[src/rtl/ysyx_23060187_seq_ctrl.sv]
// Multi-cycle NPC sequencer: owns the PC and steps each instruction through
// FETCH -> IWAIT -> EXEC -> (MEM -> MWAIT) -> WB, stopping on ebreak, illegal op or bus timeout.
module ysyx_23060187_seq_ctrl #(
   parameter logic [31:0] RESET_PC = 32'h8000_0000,
   parameter int          TO_W     = 8
) (
   input  logic        clk,
   input  logic        rst_n,
   output logic        inst_req,
   input  logic        inst_ready,
   input  logic        inst_rvalid,
   input  logic [31:0] inst_rdata,
   output logic        lsu_req,
   output logic        lsu_we,
   input  logic        lsu_ready,
   input  logic        lsu_rvalid,
   input  logic [31:0] alu_result,
   output logic [31:0] pc,
   output logic [31:0] inst,
   output logic [3:0]  alu_ctrl,
   output logic        src_a_pc,
   output logic        src_b_imm,
   output logic [1:0]  wb_sel,
   output logic        rf_we,
   output logic        halt,
   output logic        illegal,
   output logic        bus_err
);

   typedef enum logic [2:0] {
      S_FETCH = 3'd0,
      S_IWAIT = 3'd1,
      S_EXEC  = 3'd2,
      S_MEM   = 3'd3,
      S_MWAIT = 3'd4,
      S_WB    = 3'd5,
      S_STOP  = 3'd6
   } state_t;

   // Timeout when the counter would reach all-ones, i.e. on the (2^TO_W-1)th wait cycle.
   localparam logic [TO_W-1:0] CNT_LAST = {{(TO_W-1){1'b1}}, 1'b0};
   localparam logic [TO_W-1:0] CNT_ONE  = {{(TO_W-1){1'b0}}, 1'b1};

   state_t            state_q, state_d;
   logic [31:0]       pc_q, pc_d;
   logic [31:0]       inst_q, inst_d;
   logic [TO_W-1:0]   cnt_q, cnt_d;
   logic              halt_q, halt_d;
   logic              illegal_q, illegal_d;
   logic              bus_err_q, bus_err_d;
   logic              waiting;
   logic              in_dec;

   logic [6:0] opcode;
   logic [2:0] funct3;
   logic is_addi, is_auipc, is_lui, is_jal, is_jalr, is_lw, is_sw, is_ebreak;
   logic is_alu, is_mem;

   assign opcode    = inst_q[6:0];
   assign funct3    = inst_q[14:12];
   assign is_addi   = (opcode == 7'b0010011) && (funct3 == 3'b000);
   assign is_auipc  = (opcode == 7'b0010111);
   assign is_lui    = (opcode == 7'b0110111);
   assign is_jal    = (opcode == 7'b1101111);
   assign is_jalr   = (opcode == 7'b1100111) && (funct3 == 3'b000);
   assign is_lw     = (opcode == 7'b0000011) && (funct3 == 3'b010);
   assign is_sw     = (opcode == 7'b0100011) && (funct3 == 3'b010);
   assign is_ebreak = (inst_q == 32'h0010_0073);
   assign is_alu    = is_addi | is_auipc | is_lui | is_jal | is_jalr;
   assign is_mem    = is_lw | is_sw;

   always_ff @(posedge clk or negedge rst_n) begin
      if (!rst_n) begin
         state_q   <= S_FETCH;
         pc_q      <= RESET_PC;
         inst_q    <= 32'h0;
         cnt_q     <= '0;
         halt_q    <= 1'b0;
         illegal_q <= 1'b0;
         bus_err_q <= 1'b0;
      end else begin
         state_q   <= state_d;
         pc_q      <= pc_d;
         inst_q    <= inst_d;
         cnt_q     <= cnt_d;
         halt_q    <= halt_d;
         illegal_q <= illegal_d;
         bus_err_q <= bus_err_d;
      end
   end

   always_comb begin
      state_d   = state_q;
      pc_d      = pc_q;
      inst_d    = inst_q;
      cnt_d     = cnt_q;
      halt_d    = halt_q;
      illegal_d = illegal_q;
      bus_err_d = bus_err_q;
      waiting   = 1'b0;
      case (state_q)
         S_FETCH: begin
            waiting = 1'b1;
            if (inst_ready) state_d = S_IWAIT;
         end
         S_IWAIT: begin
            waiting = 1'b1;
            if (inst_rvalid) begin
               inst_d  = inst_rdata;
               state_d = S_EXEC;
            end
         end
         S_EXEC: begin
            if (is_alu) begin
               state_d = S_WB;
            end else if (is_mem) begin
               state_d = S_MEM;
            end else if (is_ebreak) begin
               halt_d  = 1'b1;
               state_d = S_STOP;
            end else begin
               illegal_d = 1'b1;
               state_d   = S_STOP;
            end
         end
         S_MEM: begin
            waiting = 1'b1;
            if (lsu_ready) state_d = S_MWAIT;
         end
         S_MWAIT: begin
            waiting = 1'b1;
            if (lsu_rvalid) state_d = S_WB;
         end
         S_WB: begin
            if (is_jal)       pc_d = alu_result;
            else if (is_jalr) pc_d = {alu_result[31:1], 1'b0};
            else              pc_d = pc_q + 32'd4;
            state_d = S_FETCH;
         end
         S_STOP:  state_d = S_STOP;
         default: state_d = S_STOP;
      endcase
      if (waiting && (state_d == state_q)) begin
         if (cnt_q == CNT_LAST) begin
            bus_err_d = 1'b1;
            state_d   = S_STOP;
         end else begin
            cnt_d = cnt_q + CNT_ONE;
         end
      end
      if (state_d != state_q) cnt_d = '0;
   end

   // Request gated by rst_n so nothing is presented while reset is held.
   always_comb begin
      in_dec    = (state_q == S_EXEC) || (state_q == S_MEM) ||
                  (state_q == S_MWAIT) || (state_q == S_WB);
      inst_req  = rst_n && (state_q == S_FETCH);
      lsu_req   = (state_q == S_MEM);
      lsu_we    = (state_q == S_MEM) && is_sw;
      rf_we     = (state_q == S_WB) && !is_sw;
      alu_ctrl  = (in_dec && (is_alu || is_mem)) ? 4'd2 : 4'd0;
      src_a_pc  = in_dec && (is_auipc || is_jal);
      src_b_imm = in_dec && (is_alu || is_mem);
      wb_sel    = 2'd0;
      if (in_dec && (is_jal || is_jalr)) wb_sel = 2'd1;
      else if (in_dec && is_lw)          wb_sel = 2'd2;
   end

   assign pc      = pc_q;
   assign inst    = inst_q;
   assign halt    = halt_q;
   assign illegal = illegal_q;
   assign bus_err = bus_err_q;

endmodule
[config.mk]
export PLATFORM = sky130hd
export DESIGN_NAME = ysyx_23060187_seq_ctrl
export DESIGN_NICKNAME = d
export VERILOG_FILES = /design/src/rtl/ysyx_23060187_seq_ctrl.sv
export SDC_FILE = /design/constraint.sdc
export NUM_CORES = 1
export LEC_CHECK = 0
export ABC_AREA = 1
export BUFFER_PORTS_ARGS = -buffer_cell sky130_fd_sc_hd__buf_2
export CORE_MARGIN = 1
export CORE_UTILIZATION = 46
export DETAILED_ROUTE_END_ITERATION = 6
export PLACE_DENSITY = 0.77
export SLEW_MARGIN = 20
export SYNTH_ARGS = -nofsm -noshare
export SYNTH_HDL_FRONTEND = slang
export SYNTH_SLANG_ARGS = --single-unit
[constraint.sdc]
create_clock -name clk -period 2.3 [get_ports clk]
set_clock_uncertainty 0.2 [all_clocks]
set_input_delay 0.23 -clock clk [delete_from_list [all_inputs] [get_ports clk]]
set_output_delay 0.23 -clock clk [all_outputs]
set_load 0.03 [all_outputs]
### Word level (Yosys, flattened, before mapping)

Cells that the tools add are included.

* add/sub/neg operators: 2
* eq/ne operators: 18
* mux-type cells: 18
* bitwise gates (word level): 8
* reductions and logical operators: 28

Operators by type and width (count)
* $mux W32: 2
* $add A32 B3 Y32 const B: 1
* $eq A32 B21 Y1 const B: 1
* $mux W3: 8
* $mux W8: 3
* $pmux W3 S6: 1
* $eq A7 B5 Y1 const B: 2
* $eq A7 B6 Y1 const B: 2
* $eq A7 B7 Y1 const B: 2
* $logic_and A1 B1 Y1: 12
* $eq A3 B2 Y1 const B: 3
* $add A8 B1 Y8 const B: 1
* $eq A8 B8 Y1 const B: 1
* $reduce_and A4 Y1: 2
* $eq A7 B2 Y1 const B: 1
* $eq A3 B3 Y1 const B: 2
* $logic_not A3 Y1: 2
* $logic_or A1 B1 Y1: 6
* $mux W2: 3
* $reduce_and A2 Y1: 3
* $or A1 B1 Y1: 5
* $reduce_or A4 Y1: 1
* $eq A3 B1 Y1 const B: 1
* $eq A3 B3 Y1: 1
* other kinds (6): 8

* flip-flop bits (word level): 78
* input bits: 70
* output and inout bits: 79
* word-level logic and storage cells: 81

### Logic depth before layout (Yosys ltp)

* depth after elaboration: 14
* depth in mapped cells: 17
* gate-level depth less buffers: 17

### Worst setup path after synthesis

OpenSTA, ideal clock, no wires.

* kind: flip-flop to flip-flop
* start point: reg pc_q[2] (netlist: pc[2])
* end point: reg pc_q[30] (netlist: pc[30])
* library setup time: 124 ps
* arrival: 2115 ps
* required time: 1976 ps
* setup slack: -138 ps
* stages on the path, launching flop included: 14
* buffers on the path: 0
* clock period less this slack: 2438 ps
* cell sequence: dfrtp_1 ha_1 nand3_1 nor2_1 nand2_1 nor2_2 nand2_1 nor3_2 nand2_1 nor2_2 nand2_1 xor2_1 nor2_1 o21ai_1

* cells in the longest elaborated chain, start to end: 3

Ends and longest elaborated chain
* start, declared: line 45 `logic [31:0] pc_q, pc_d;`
* start signal, assigned: line 83 `pc_q <= pc_d;`
* $add A32 B3 Y32: line 137 `else pc_d = pc_q + 32'd4;`
* $mux W32: line 136 `else if (is_jalr) pc_d = {alu_result[31:1], 1'b0};`
* $mux W32: line 135 `if (is_jal) pc_d = alu_result;`

No other way between the ends.
A chain may end at the register's enable or synchronous reset.

### Final worst setup path

* start point: reg inst_q[0] (netlist: inst[0])
* end point: out alu_ctrl[1]

* cells in the longest elaborated chain, start to end: 9
* elaborated cells on any way between the ends: 19
* those cells by class: eq/ne: 7; mux: 1; bitwise: 5; reduce/logical: 6

Ends and longest elaborated chain
* start, declared: line 46 `logic [31:0] inst_q, inst_d;`
* start signal, assigned: line 84 `inst_q <= inst_d;`
* $eq A7 B5 Y1: line 61 `assign is_addi = (opcode == 7'b0010011) && (funct3 == 3'b000);`
* $logic_and A1 B1 Y1: line 61
* $or A1 B1 Y1 (4 in a row): line 69 `assign is_alu = is_addi | is_auipc | is_lui | is_jal | is_jalr;`
* $logic_or A1 B1 Y1 (*): line 162 `alu_ctrl = (in_dec && (is_alu || is_mem)) ? 4'd2 : 4'd0;`
* $logic_and A1 B1 Y1 (*): line 162
* $mux W2 (*): line 162
* end, declared: line 20 `output logic [3:0] alu_ctrl,`

Every way passes the cells marked *; elsewhere a longest branch is shown, timed or not.

==> results <==
- The flow ran to the end, but the final reports show violations.
- The final reports fail on negative setup slack.
- The count of vias placed by the detailed router is between 4000 and 5000.
- The area share of xor/xnor cells in the synthesized design is 0.04844.
- After layout, the minimum clock period comes to approximately 2400 ps.
- Yosys mapped the design onto 38 distinct sky130hd cell types.
- The smallest setup slack after layout is -51.98 ps.
- Global routing finished with a remaining overflow of 0.
- The compound-cell area share of the yosys netlist is 0.1061.
- The capture point of the worst reg-to-reg path is cnt_q[7]$_DFFE_PN0P_.
- The post-detailed-route wirelength per cell is roughly 16 um.
- The adder-cell area share of the yosys netlist is 0.008651.
- The final cell utilization of the core is 0.7344.
- The most used flip-flop cell after synthesis is dfrtp_1.
- The H-tree was split into 3 levels.
- In the global route stage, overall resource usage came out at 0.2776.
- The final antenna diode count is 0.
- The fraction of synthesized area in multiplexers is 0.04412.
- The core outline area is roughly 0.009 mm^2.
- The antenna violation net count after detailed routing is 0.
- The top-level port count is ~150.
- Detailed placement ended at an HPWL of 8.882 mm.
- For this run, the top clock speed supported by timing is roughly 430 MHz.
- The total of fill cells in the finished design is around 610.
- By area, the combinational part of the netlist is dominated by simple AND/OR/NAND/NOR gates.
- The peak fanout along the critical path is 4.
- Of the total synthesized cell area, the portion taken by AND, OR, NAND and NOR gates is 0.2587.
- The die is between 90 and 100 um tall.
- Of the cells placed in the final design, the portion with a size suffix greater than 1 is 0.4208.
- Before antenna repair, the detailed router went through 5 iterations.
- The buffer cell driving the clock tree root is clkbuf_8.
- The worst hold path passes through 3 cells.
- After detailed routing, the number of remaining DRC violations is 0.
- The final number of max-transition violations was 0.
- The wire length of the first global-routing pass is about 22 mm.
- For this configuration, the core starts out at a cell density of 0.4718.
- The tool flagged a number of max-cap violations equal to 0.
- The largest net degree at the start of global routing is 79.
- The count of final hold-check violations came to 0.
- The clock tree buffer depth is 2.
- Using the TritonRoute via totals, the vias-per-cell ratio works out to 5.267.
- For this run, the number of Yosys warnings is 0.
- The congestion estimate from routability-driven global placement came to around 0.9.
- The initial antenna violation count was 0.
- The critical path endpoint category is an output port.
- In this run the power density over the cells is about 1200 mW/mm^2.
- The worst setup path category is flop to output port.
- The mean area per synthesized cell is between 7 and 8 um^2.
- The starting DRC count in detailed routing is around 250.
- After detailed routing, the total wire length is 14.42 mm.
- The via count of the first global-routing pass is ~4700.
- The count of placed standard cells in the final layout, fillers left out is 919.
- The area of the multi-input gates is 0.002436 mm^2.
- The post-synthesis instance area is 0.004339 mm^2.
- The number of cells on the worst reg-to-reg path is 15.
- The floorplan step defined a die boundary enclosing a little under 0.01 mm^2.
- Clock-pin slew was measured on the worst setup and hold paths at ~90 ps.
- The class of the tightest hold or removal check is input port to flop.
- The worst hold margin is between 15 and 20 ps.
- The chip width is 99.13 um.
- In this run the core area contains 35 standard-cell rows.
- The count of input and output buffers is 145.
- The cell area after placement is between 0.005 and 0.006 mm^2.
- Setup violations remaining at the end of the flow were counted as 8.
- Of the available clock period, the critical path in the final layout requires 1.023.
- The async set-or-reset flop fraction in the synthesized netlist is 1.000.
- The origin of the critical flop-to-flop path is state_q[1]$_DFF_PN0_.
- TritonCTS created 9 clock buffers.
- The area growth from synthesis to layout is 55.65%.
- The insertion delay to the later sink of the worst-skew pair is between 300 and 400 ps.
- The final-stage net count is slightly below 900.
- The total leakage power is around 0.0034 uW.
- Data on the critical path is required at its endpoint by roughly 1900 ps.
- The startpoint of the lowest-slack hold path is alu_result[22].
- The worst setup timing slack at the placement stage is -50.08 ps.
- The clock tree from TritonCTS is yes.
- The clock net in this run drives a total of 78 sinks.
- Data arrives at the worst endpoint at ~1900 ps.
- The register area is 0.001962 mm^2.
- Counting tap cells, the placed design contains a total of 813 instances.
- STA classifies the critical path startpoint as a flop.
- The cell count after synthesis came out at roughly 550.
- Across the VDD grid, the largest voltage drop is just over 0.9 mV.
- The sequential share of the synthesized area is 0.4501.
- The worst setup slack for register-to-register paths is -20 ps.
- Setup repair after global routing could not meet its margin everywhere.
- The synthesized design contains 0 enable-type register cells.
- The area of all placed cells without fillers is ~0.0068 mm^2.
- The worst-case hold path end point is pc[22]$_DFFE_PN0P_.
- The synthesized design contains between 70 and 80 register bits.
==> repair_timing <==
item                                    in CTS  in global routing
gates resized for setup                     12                110
setup buffers                                2                 27
pin swaps                                    1                 40
hold buffers                                61                  0
endpoints found under the hold margin      137                  0
endpoints found under the setup margin      13                 28
==> synthesized netlist by cell type (5+ instances only) <==
| library cell | instances | area [um^2] |
|---|---|---|
| nand2_1 | 100 | 375.4 |
| dfrtp_1 | 77 | 1927 |
| nor2_1 | 75 | 281.5 |
| inv_1 | 65 | 244.0 |
| nand3_1 | 37 | 185.2 |
| o21ai_0 | 32 | 160.2 |
| a21oi_1 | 22 | 110.1 |
| mux2_2 | 17 | 191.4 |
| xor2_1 | 17 | 148.9 |
| clkbuf_1 | 14 | 52.55 |
| nor3_1 | 11 | 55.05 |
| nand4_1 | 8 | 50.05 |
| o22ai_1 | 7 | 43.79 |
| xnor2_1 | 7 | 61.31 |
| inv_2 | 6 | 22.52 |
| o21ai_1 | 6 | 30.03 |
| nand2_2 | 5 | 31.28 |
| nor2_2 | 5 | 31.28 |
| nor4_1 | 5 | 31.28 |
==> final cells by class <==
class,instances,share of cell area
Clock buffer,9,0.01834
Multi-Input combinational cell,383,0.3607
Tap cell,111,0.02056
Inverter,74,0.04224
Clock inverter,7,0.008336
Timing Repair Buffer,257,0.2594
Sequential cell,78,0.2905
==> cell families after synthesis <==
kind of cell | Yosys count
AOI/OAI and AO/OA | 82
xor gates and xnor gates | 24
adders and majority gates | 3
buffers and inverters | 92
DFF | 78
muxes | 17
other | 1
and+or+nand+nor | 254
==> cells in the final DEF, fill, tap and decap left out, types with 15 or more instances in the layout <==
master and count:
o21ai_0 31, buf_2 140, nand2_2 26, dlygate4sd3_1 61, nor2_1 50, nand3_1 26
nor2_4 15, mux2_2 17, nor2_2 16, inv_1 61, nand2_1 74, dfrtp_1 70
xor2_1 16, a21oi_1 21, buf_4 53
==> layer usage <==
layer / global-route usage / up-vias / part of all wire
met2: 0.5062 / 214 / 0.52
met3: 0.05552 / 37 / 0.068
li1: - / 2290 / -
met4: 0.1143 / 0 / 0.029
met1: 0.3186 / 2299 / 0.39
met5: 0 / - / 0
==> registers in the layout, summed over array words and instances (netlist names) <==
signal   cells
bus_err      1
cnt_q        8
illegal      1
pc          32
halt         1
state_q      3
inst        32
==> critical path, stage by stage (launching register included) <==
cell     delay, ps
dfrtp_1        390
nand2_2        120
inv_1           90
nand3_1        100
nor2_2         180
o21ai_2         90
buf_4          160
a31oi_4        230
buf_4          200
==> worst max-delay path by stage <==
stage	start	end	slack (ps)	depth (start not counted)
after floorplan	pc[2]$_DFFE_PN0P_	pc[30]$_DFFE_PN0P_	-30	13
after global placement	pc[2]$_DFFE_PN0P_	pc[31]$_DFFE_PN1P_	50	15
after detailed placement	state_q[1]$_DFF_PN0_	cnt_q[6]$_DFFE_PN0P_	-50	15
after CTS	inst[4]$_DFFE_PN0P_	cnt_q[6]$_DFFE_PN0P_	0.2	15
after global routing	inst[3]$_DFFE_PN0P_	cnt_q[7]$_DFFE_PN0P_	-150	17
final	inst[0]$_DFFE_PN0P_	alu_ctrl[1]	-50	8
==> where the power goes <==
group          switching [uW]  internal [uW]
clock                     592            408
combinational            2810           1510
sequential                636           1920
total                    4040           3830
==> through the flow <==
| step | total power (uW) | setup TNS, ps |
|---|---|---|
| after floorplan | 4861 | -31.60 |
| after global placement | 5869 | 0 |
| after detailed placement | 6006 | -164.4 |
| after CTS | 7140 | 0 |
| after global routing | 8295 | -1645 |
| final | 7870 | -149.3 |
No activity file was read; power rests on OpenSTA's default activity.
